## config.mk

```make
export PLATFORM = sky130hd
export DESIGN_NAME = blink_monitor_flat
export DESIGN_NICKNAME = d
export VERILOG_FILES = /design/src/rtl/blink_monitor_if.sv /design/src/rtl/blink_monitor.sv /design/src/flat_wrapper.sv
export SDC_FILE = /design/constraint.sdc
export NUM_CORES = 1
export LEC_CHECK = 0
export ABC_CLOCK_PERIOD_IN_PS = 3500
export CAP_MARGIN = 20
export CORE_MARGIN = 1.5
export CORE_UTILIZATION = 50
export DETAILED_ROUTE_END_ITERATION = 7
export GPL_ROUTABILITY_DRIVEN = 1
export PLACE_DENSITY = 0.7
export SYNTH_ARGS = -nofsm -noshare
export SYNTH_HDL_FRONTEND = slang
export SYNTH_SLANG_ARGS = --single-unit
```

## constraint.sdc

```tcl
create_clock -name clk -period 3.5 [get_ports clk]
set_clock_uncertainty 0.15 [all_clocks]
set_input_delay 0.7 -clock clk [delete_from_list [all_inputs] [get_ports clk]]
set_output_delay 0.7 -clock clk [all_outputs]
set_load 0.1 [all_outputs]
```

## src/rtl/blink_monitor_if.sv

```systemverilog
// rtl/blink_monitor_if.sv - blink input and lock/period status bundle for blink_monitor
interface blink_monitor_if #(
  parameter int CNT_W = 16
);
  logic             blink_in;
  logic             locked;
  logic [CNT_W-1:0] period;
  logic             period_valid;
  logic             lost;

  modport master (input blink_in, output locked, period, period_valid, lost);
  modport slave  (output blink_in, input locked, period, period_valid, lost);
endinterface

```

## src/rtl/blink_monitor.sv

```systemverilog
// rtl/blink_monitor.sv - blink half-period checker with lock/loss detection
// Optional 4-cycle glitch filter on the synchronized level: BLINK_MONITOR_GLITCH_FILTER_EN
module blink_monitor #(
  parameter int HALF_PERIOD = 25000,
  parameter int TOLERANCE   = 16,
  parameter int LOCK_COUNT  = 4,
  parameter int CNT_W       = 16
) (
  input  logic            clk,
  input  logic            reset,
  blink_monitor_if.master bus
);
  localparam logic [CNT_W-1:0] CNT_MAX = '1;
  localparam logic [CNT_W-1:0] WIN_HI  = CNT_W'(HALF_PERIOD + TOLERANCE);
  localparam logic [CNT_W-1:0] WIN_LO  =
    (HALF_PERIOD > TOLERANCE) ? CNT_W'(HALF_PERIOD - TOLERANCE) : '0;
  localparam logic [7:0] LOCK_N = 8'(LOCK_COUNT);

  typedef enum logic [1:0] {S_IDLE, S_ACQUIRE, S_LOCKED} state_t;

  logic sync1, sync2;
  logic level_q;
  logic edge_q;

  always_ff @(posedge clk) begin
    if (reset) begin
      sync1 <= 1'b0;
      sync2 <= 1'b0;
    end else begin
      sync1 <= bus.blink_in;
      sync2 <= sync1;
    end
  end

`ifdef BLINK_MONITOR_GLITCH_FILTER_EN
  logic [1:0] hold_cnt;

  // A new level is accepted only after it has differed from the held level for 4 cycles
  always_ff @(posedge clk) begin
    if (reset) begin
      level_q  <= 1'b0;
      hold_cnt <= 2'd0;
      edge_q   <= 1'b0;
    end else begin
      edge_q <= 1'b0;
      if (sync2 == level_q) begin
        hold_cnt <= 2'd0;
      end else if (hold_cnt == 2'd3) begin
        level_q  <= sync2;
        hold_cnt <= 2'd0;
        edge_q   <= 1'b1;
      end else begin
        hold_cnt <= hold_cnt + 2'd1;
      end
    end
  end
`else
  always_ff @(posedge clk) begin
    if (reset) begin
      level_q <= 1'b0;
      edge_q  <= 1'b0;
    end else begin
      level_q <= sync2;
      edge_q  <= sync2 ^ level_q;
    end
  end
`endif

  logic [CNT_W-1:0] cnt;
  logic [CNT_W-1:0] interval;
  logic             in_window;
  logic             timeout;

  always_ff @(posedge clk) begin
    if (reset) begin
      cnt <= '0;
    end else if (edge_q) begin
      cnt <= '0;
    end else if (cnt != CNT_MAX) begin
      cnt <= cnt + 1'b1;
    end
  end

  assign interval  = (cnt == CNT_MAX) ? CNT_MAX : cnt + 1'b1;
  assign in_window = (interval >= WIN_LO) && (interval <= WIN_HI);
  // An edge landing in the timeout cycle is still measured as an edge
  assign timeout   = !edge_q && (cnt == WIN_HI);

  state_t           state, state_n;
  logic [7:0]       good_cnt, good_n;
  logic [CNT_W-1:0] period_q, period_n;
  logic             pv_q, pv_n;
  logic             lost_q, lost_n;

  always_ff @(posedge clk) begin
    if (reset) begin
      state    <= S_IDLE;
      good_cnt <= 8'd0;
      period_q <= '0;
      pv_q     <= 1'b0;
      lost_q   <= 1'b0;
    end else begin
      state    <= state_n;
      good_cnt <= good_n;
      period_q <= period_n;
      pv_q     <= pv_n;
      lost_q   <= lost_n;
    end
  end

  always_comb begin
    state_n  = state;
    good_n   = good_cnt;
    period_n = period_q;
    pv_n     = 1'b0;
    lost_n   = 1'b0;
    case (state)
      S_IDLE: begin
        if (edge_q) begin
          state_n = S_ACQUIRE;
          good_n  = 8'd0;
        end
      end
      S_ACQUIRE: begin
        if (edge_q) begin
          period_n = interval;
          pv_n     = 1'b1;
          if (in_window) begin
            good_n = good_cnt + 8'd1;
            if (good_n == LOCK_N) state_n = S_LOCKED;
          end else begin
            good_n = 8'd0;
          end
        end else if (timeout) begin
          state_n = S_IDLE;
        end
      end
      S_LOCKED: begin
        if (edge_q) begin
          period_n = interval;
          pv_n     = 1'b1;
          if (!in_window) begin
            state_n = S_ACQUIRE;
            good_n  = 8'd0;
            lost_n  = 1'b1;
          end
        end else if (timeout) begin
          state_n = S_IDLE;
          lost_n  = 1'b1;
        end
      end
      default: state_n = S_IDLE;
    endcase
  end

  assign bus.locked       = (state == S_LOCKED);
  assign bus.period       = period_q;
  assign bus.period_valid = pv_q;
  assign bus.lost         = lost_q;
endmodule

```

## src/flat_wrapper.sv

```systemverilog
// flat-port wrapper written by rule: the top's interface ports become plain ports
module blink_monitor_flat 
#(
  parameter int HALF_PERIOD = 25000,
  parameter int TOLERANCE   = 16,
  parameter int LOCK_COUNT  = 4,
  parameter int CNT_W       = 16
)
  (clk, reset, bus_blink_in, bus_locked, bus_period, bus_period_valid, bus_lost);
  blink_monitor_if #(.CNT_W(CNT_W)) bus_i ();
  input  logic clk;
  input  logic reset;
  input wire logic [$bits(bus_i.blink_in)-1:0] bus_blink_in;
  output wire logic [$bits(bus_i.locked)-1:0] bus_locked;
  output wire logic [$bits(bus_i.period)-1:0] bus_period;
  output wire logic [$bits(bus_i.period_valid)-1:0] bus_period_valid;
  output wire logic [$bits(bus_i.lost)-1:0] bus_lost;
  assign bus_i.blink_in = bus_blink_in;
  assign bus_locked = bus_i.locked;
  assign bus_period = bus_i.period;
  assign bus_period_valid = bus_i.period_valid;
  assign bus_lost = bus_i.lost;
  blink_monitor #(.HALF_PERIOD(HALF_PERIOD), .TOLERANCE(TOLERANCE), .LOCK_COUNT(LOCK_COUNT), .CNT_W(CNT_W)) u_core (.clk(clk), .reset(reset), .bus(bus_i));
endmodule
```

==> run summary <==
================================================================================
Average cell area after synthesis                                       8.18 um2
Clock sink count                                                              48
Setup repair bufs after CTS                                                    0
Cell area after layout                                                  2970 um2
Fraction of the mapped netlist area in adder cells                        0.0341
Clock tree from TritonCTS                                                  built
Setup slack after placement                                             0.187 ns
Maximum number of pins on one net before global-route repair                  20
Type of element launching the critical path                                 flop
Leakage power figure                                                     1.14 nW
Resize count post-CTS                                                          0
Total placed instance area                                              2840 um2
Buffers from clock root to sink, at most                                       2
Run status                                                          complete, no violations
Most used standard cells in the synthesized netlist                 nor2_1 (52), dfxtp_1 (48), nand2_1 (21)
Number of nets still failing antenna checks after routing                      0
RR Startpoint                                                       u_core.cnt[0]
Internal Pwr Total                                                      0.834 mW
Transition time at the pin with the least slew margin                   0.956 ns
Fraction of registers with async set or reset after synthesis                  0
Maximum fanout along the worst path                                           10
Number of enable-type register cells in the synthesized netlist                0
Arrival time at the worst endpoint                                       3.41 ns
Switching power total                                                   0.291 mW
Number of max-capacitance violations reported                                  0
Area of the mapped netlist                                              2570 um2
HP Start                                                            u_core.sync1
Iteration count of the initial detailed-routing pass                           5
Worst reg-to-reg path cell count                                               8
Endpoint of the worst-slack reg-to-reg timing path                  u_core.good_cnt[0]
Fin worst setup slack                                                   0.180 ns
Total area of sequential cells                                           961 um2
Clk Latency, worst-skew pair                                             0.31 ns
Area of the core                                                        4850 um2
Register bit count reported by yosys                                          48
Final Slew Violations                                                          0
Post-synthesis mux area share                                             0.0239
Syn-to-layout area delta                                                   15.6%
Leading cell types by total area after synthesis                    dfxtp_1 (37%), nor2_1 (7.6%), a21oi_1 (3.5%)
Number of port buffers                                                        21
Hold Crit Class                                                     flop to flop
Peak ir drop on the vdd network                                         0.202 mV
Crit path time final                                                     3.32 ns
Global-route wire length before repair                                   9850 um
Total I/O pin count                                                           22
Number of DRC markers after the initial detailed-route iteration             159
Post-CTS Hold Fix Bufs                                                         0
Leading cell type by number of instances after synthesis                  nor2_1
Most used DFF post-synth                                                 dfxtp_1
Total global-route track usage                                             0.231
Setup repair after global routing missed its margin                           no
Final layout net count                                                       345
Highest achievable clock rate                                            301 MHz
Count of distinct cell types in the synthesized netlist                       61
Number of synthesis warnings                                                   0
Worst max-slew margin expressed relative to the limit                      0.361
Drc violations                                                                 0
CTS H-Tree Depth                                                               2
Fraction of power consumed by sequential logic                             0.500
Final weighted congestion in routability-driven placement                  0.907
Clock buffer count from CTS                                                    5
Half-perimeter wire length after detailed placement                      4330 um
Largest family of logic cells by synthesized area                   simple AND/OR/NAND/NOR gates
Comb power frac                                                            0.119
XOR/XNOR share of the synthesized area                                    0.0239
Vias per cell                                                               5.77
Aggregate negative setup slack                                              0 ns
Diode count                                                                    0
Count of final hold-check violations                                           0
Simple-gate share of the synthesized area                                  0.298
Power share of the clock group                                             0.381
Root Buffer Master                                                      clkbuf_8
Synth Net Count                                                              324
Aggregate global routing overflow                                              0
Post-detailed-routing wire length                                        6020 um
Synthesized-area fraction occupied by ao, oa, aoi and oai cells            0.196
Clock-pin slew on the worst setup and hold paths                         0.09 ns
Count of vias placed by the detailed router                                 2325
Critical Path RT                                                         3.59 ns
Number of inserted filler cells in the final layout                          455
Cell type with the largest total area after synthesis                    dfxtp_1
Ratio of cells with drive above 1 in the final layout                      0.170
Antenna violations before repair                                               0
Critical setup path kind                                            flop to flop
Number of setup violations in the final report                                 0
Die span in x                                                            74.7 um
Register-to-register path setup slack                                    0.18 ns
Power density cells                                                   379 nW/um2
Area taken by multi-input logic gates                                   1490 um2
Hold Path Stages                                                               1
Num rows                                                                      25
Die height                                                               74.7 um
Nature of the critical path endpoint                                        flop
Fraction of power spent switching nets                                     0.259
Wire length per cell after detailed routing                              14.9 um
Capture endpoint of the worst hold path                             u_core.sync2
Via count of the first global-routing pass                                  2060
Cell count after synthesis                                                   314
Starting density of the core                                               0.530
Die footprint                                                           5580 um2
Fin crit share                                                             0.949
Fraction of the yosys area taken by sequential cells                       0.374
Fraction of post-synthesis cell area in the top cell type by area          0.374
================================================================================
[per-stage QoR]
| stage | total power, mW | utilization | std cells | hold slack (ns) |
|---|---|---|---|---|
| 2_1_floorplan | 0.673 | - | 314 | 0.264 |
| 3_3_place_gp | 0.706 | 0.585 | 395 | 0.274 |
| 3_5_place_dp | 0.708 | 0.585 | 395 | 0.310 |
| 4_1_cts | 1.13 | 0.610 | 403 | 0.323 |
| 5_1_grt | 1.18 | 0.612 | 403 | 0.342 |
| 6_report | 1.12 | 0.612 | 403 | 0.324 |
[worst max-delay path by stage]
stage | endpoint | slack, ns | start | depth (start not counted)
2_1_floorplan | u_core.good_cnt[0] | 0.39 | u_core.cnt[0] | 10
3_3_place_gp | u_core.good_cnt[0] | 0.25 | u_core.cnt[5] | 7
3_5_place_dp | u_core.good_cnt[0] | 0.19 | u_core.cnt[0] | 8
4_1_cts | u_core.good_cnt[0] | 0.16 | u_core.cnt[0] | 8
5_1_grt | u_core.state[1] | 0.0004 | u_core.cnt[1] | 8
6_report | u_core.good_cnt[0] | 0.18 | u_core.cnt[0] | 8
[power groups by stage]
stage / Clock (mW) / Combinational (mW) / Sequential [mW]
after CTS: 0.438 / 0.133 / 0.563
after global placement: 0 / 0.131 / 0.575
after floorplan: 0 / 0.0792 / 0.593
final: 0.428 / 0.134 / 0.563
after detailed placement: 0 / 0.132 / 0.576
after global routing: 0.467 / 0.147 / 0.565
[cell type report]
type,instances,area share
clock buffers,6,0.0278
clock inverters,2,0.0131
inverters,10,0.0126
multi-input cells,234,0.501
flip-flops and latches,48,0.324
well taps,67,0.0282
repair buffers,36,0.0936
[registers in the layout, indices dropped and copies added (netlist names)]
| register | cells |
|---|---|
| u_core.level_q | 1 |
| u_core.cnt | 16 |
| u_core.state | 2 |
| u_core.edge_q | 1 |
| u_core.bus.lost | 1 |
| u_core.bus.period_valid | 1 |
| u_core.good_cnt | 8 |
| u_core.bus.period | 16 |
| u_core.sync2 | 1 |
| u_core.sync1 | 1 |
[critical path: stages (launching register included)]
cell and delay (ns):
dfxtp_1 0.34, ha_1 0.32, nand4_2 0.29, or4_1 0.53, mux2i_1 0.27, o2111ai_1 0.27
or3_4 0.45, or4_1 0.48, a21oi_1 0.15
[placed cells by master, fill, tap and decap left out, drive strengths merged, types with 2 or more instances in the layout]
cell and count:
nor2 52, dfxtp 48, buf 33, nand2 21, a21oi 18, inv 10
nand3 10, o21ai 9, a21o 9, nor3 8, nor4 8, nand4 8
a211oi 7, ha 7, or3 7, or4 6, clkbuf 6, mux2i 5
a2111oi 5, xnor2 4, nor2b 4, nand2b 3, or2 3, o31ai 3
xor2 3, a311oi 3, clkdlybuf4s50 3, and2 2, o21bai 2, or4b 2
[metal layers]
| metal | up-vias | part of all wire | track usage |
|---|---|---|---|
| met5 | - | 0 | 0 |
| met1 | 1059 | 0.49 | 0.330 |
| met3 | 11 | 0.060 | 0.0509 |
| met4 | 0 | 0.017 | 0.0949 |
| met2 | 73 | 0.43 | 0.337 |
| li1 | 1182 | - | - |
[logic make-up (layout without fill, tap and decap cells)]
| group | count (synthesis) | in the layout |
|---|---|---|
| and+or+nand+nor | 142 | 142 |
| AOI/OAI and AO/OA | 72 | 72 |
| DFF | 48 | 48 |
| buffers and inverters | 32 | 54 |
| adders and majority gates | 7 | 7 |
| xor gates and xnor gates | 7 | 7 |
| muxes | 6 | 6 |
(Power assumes the default switching activity.)
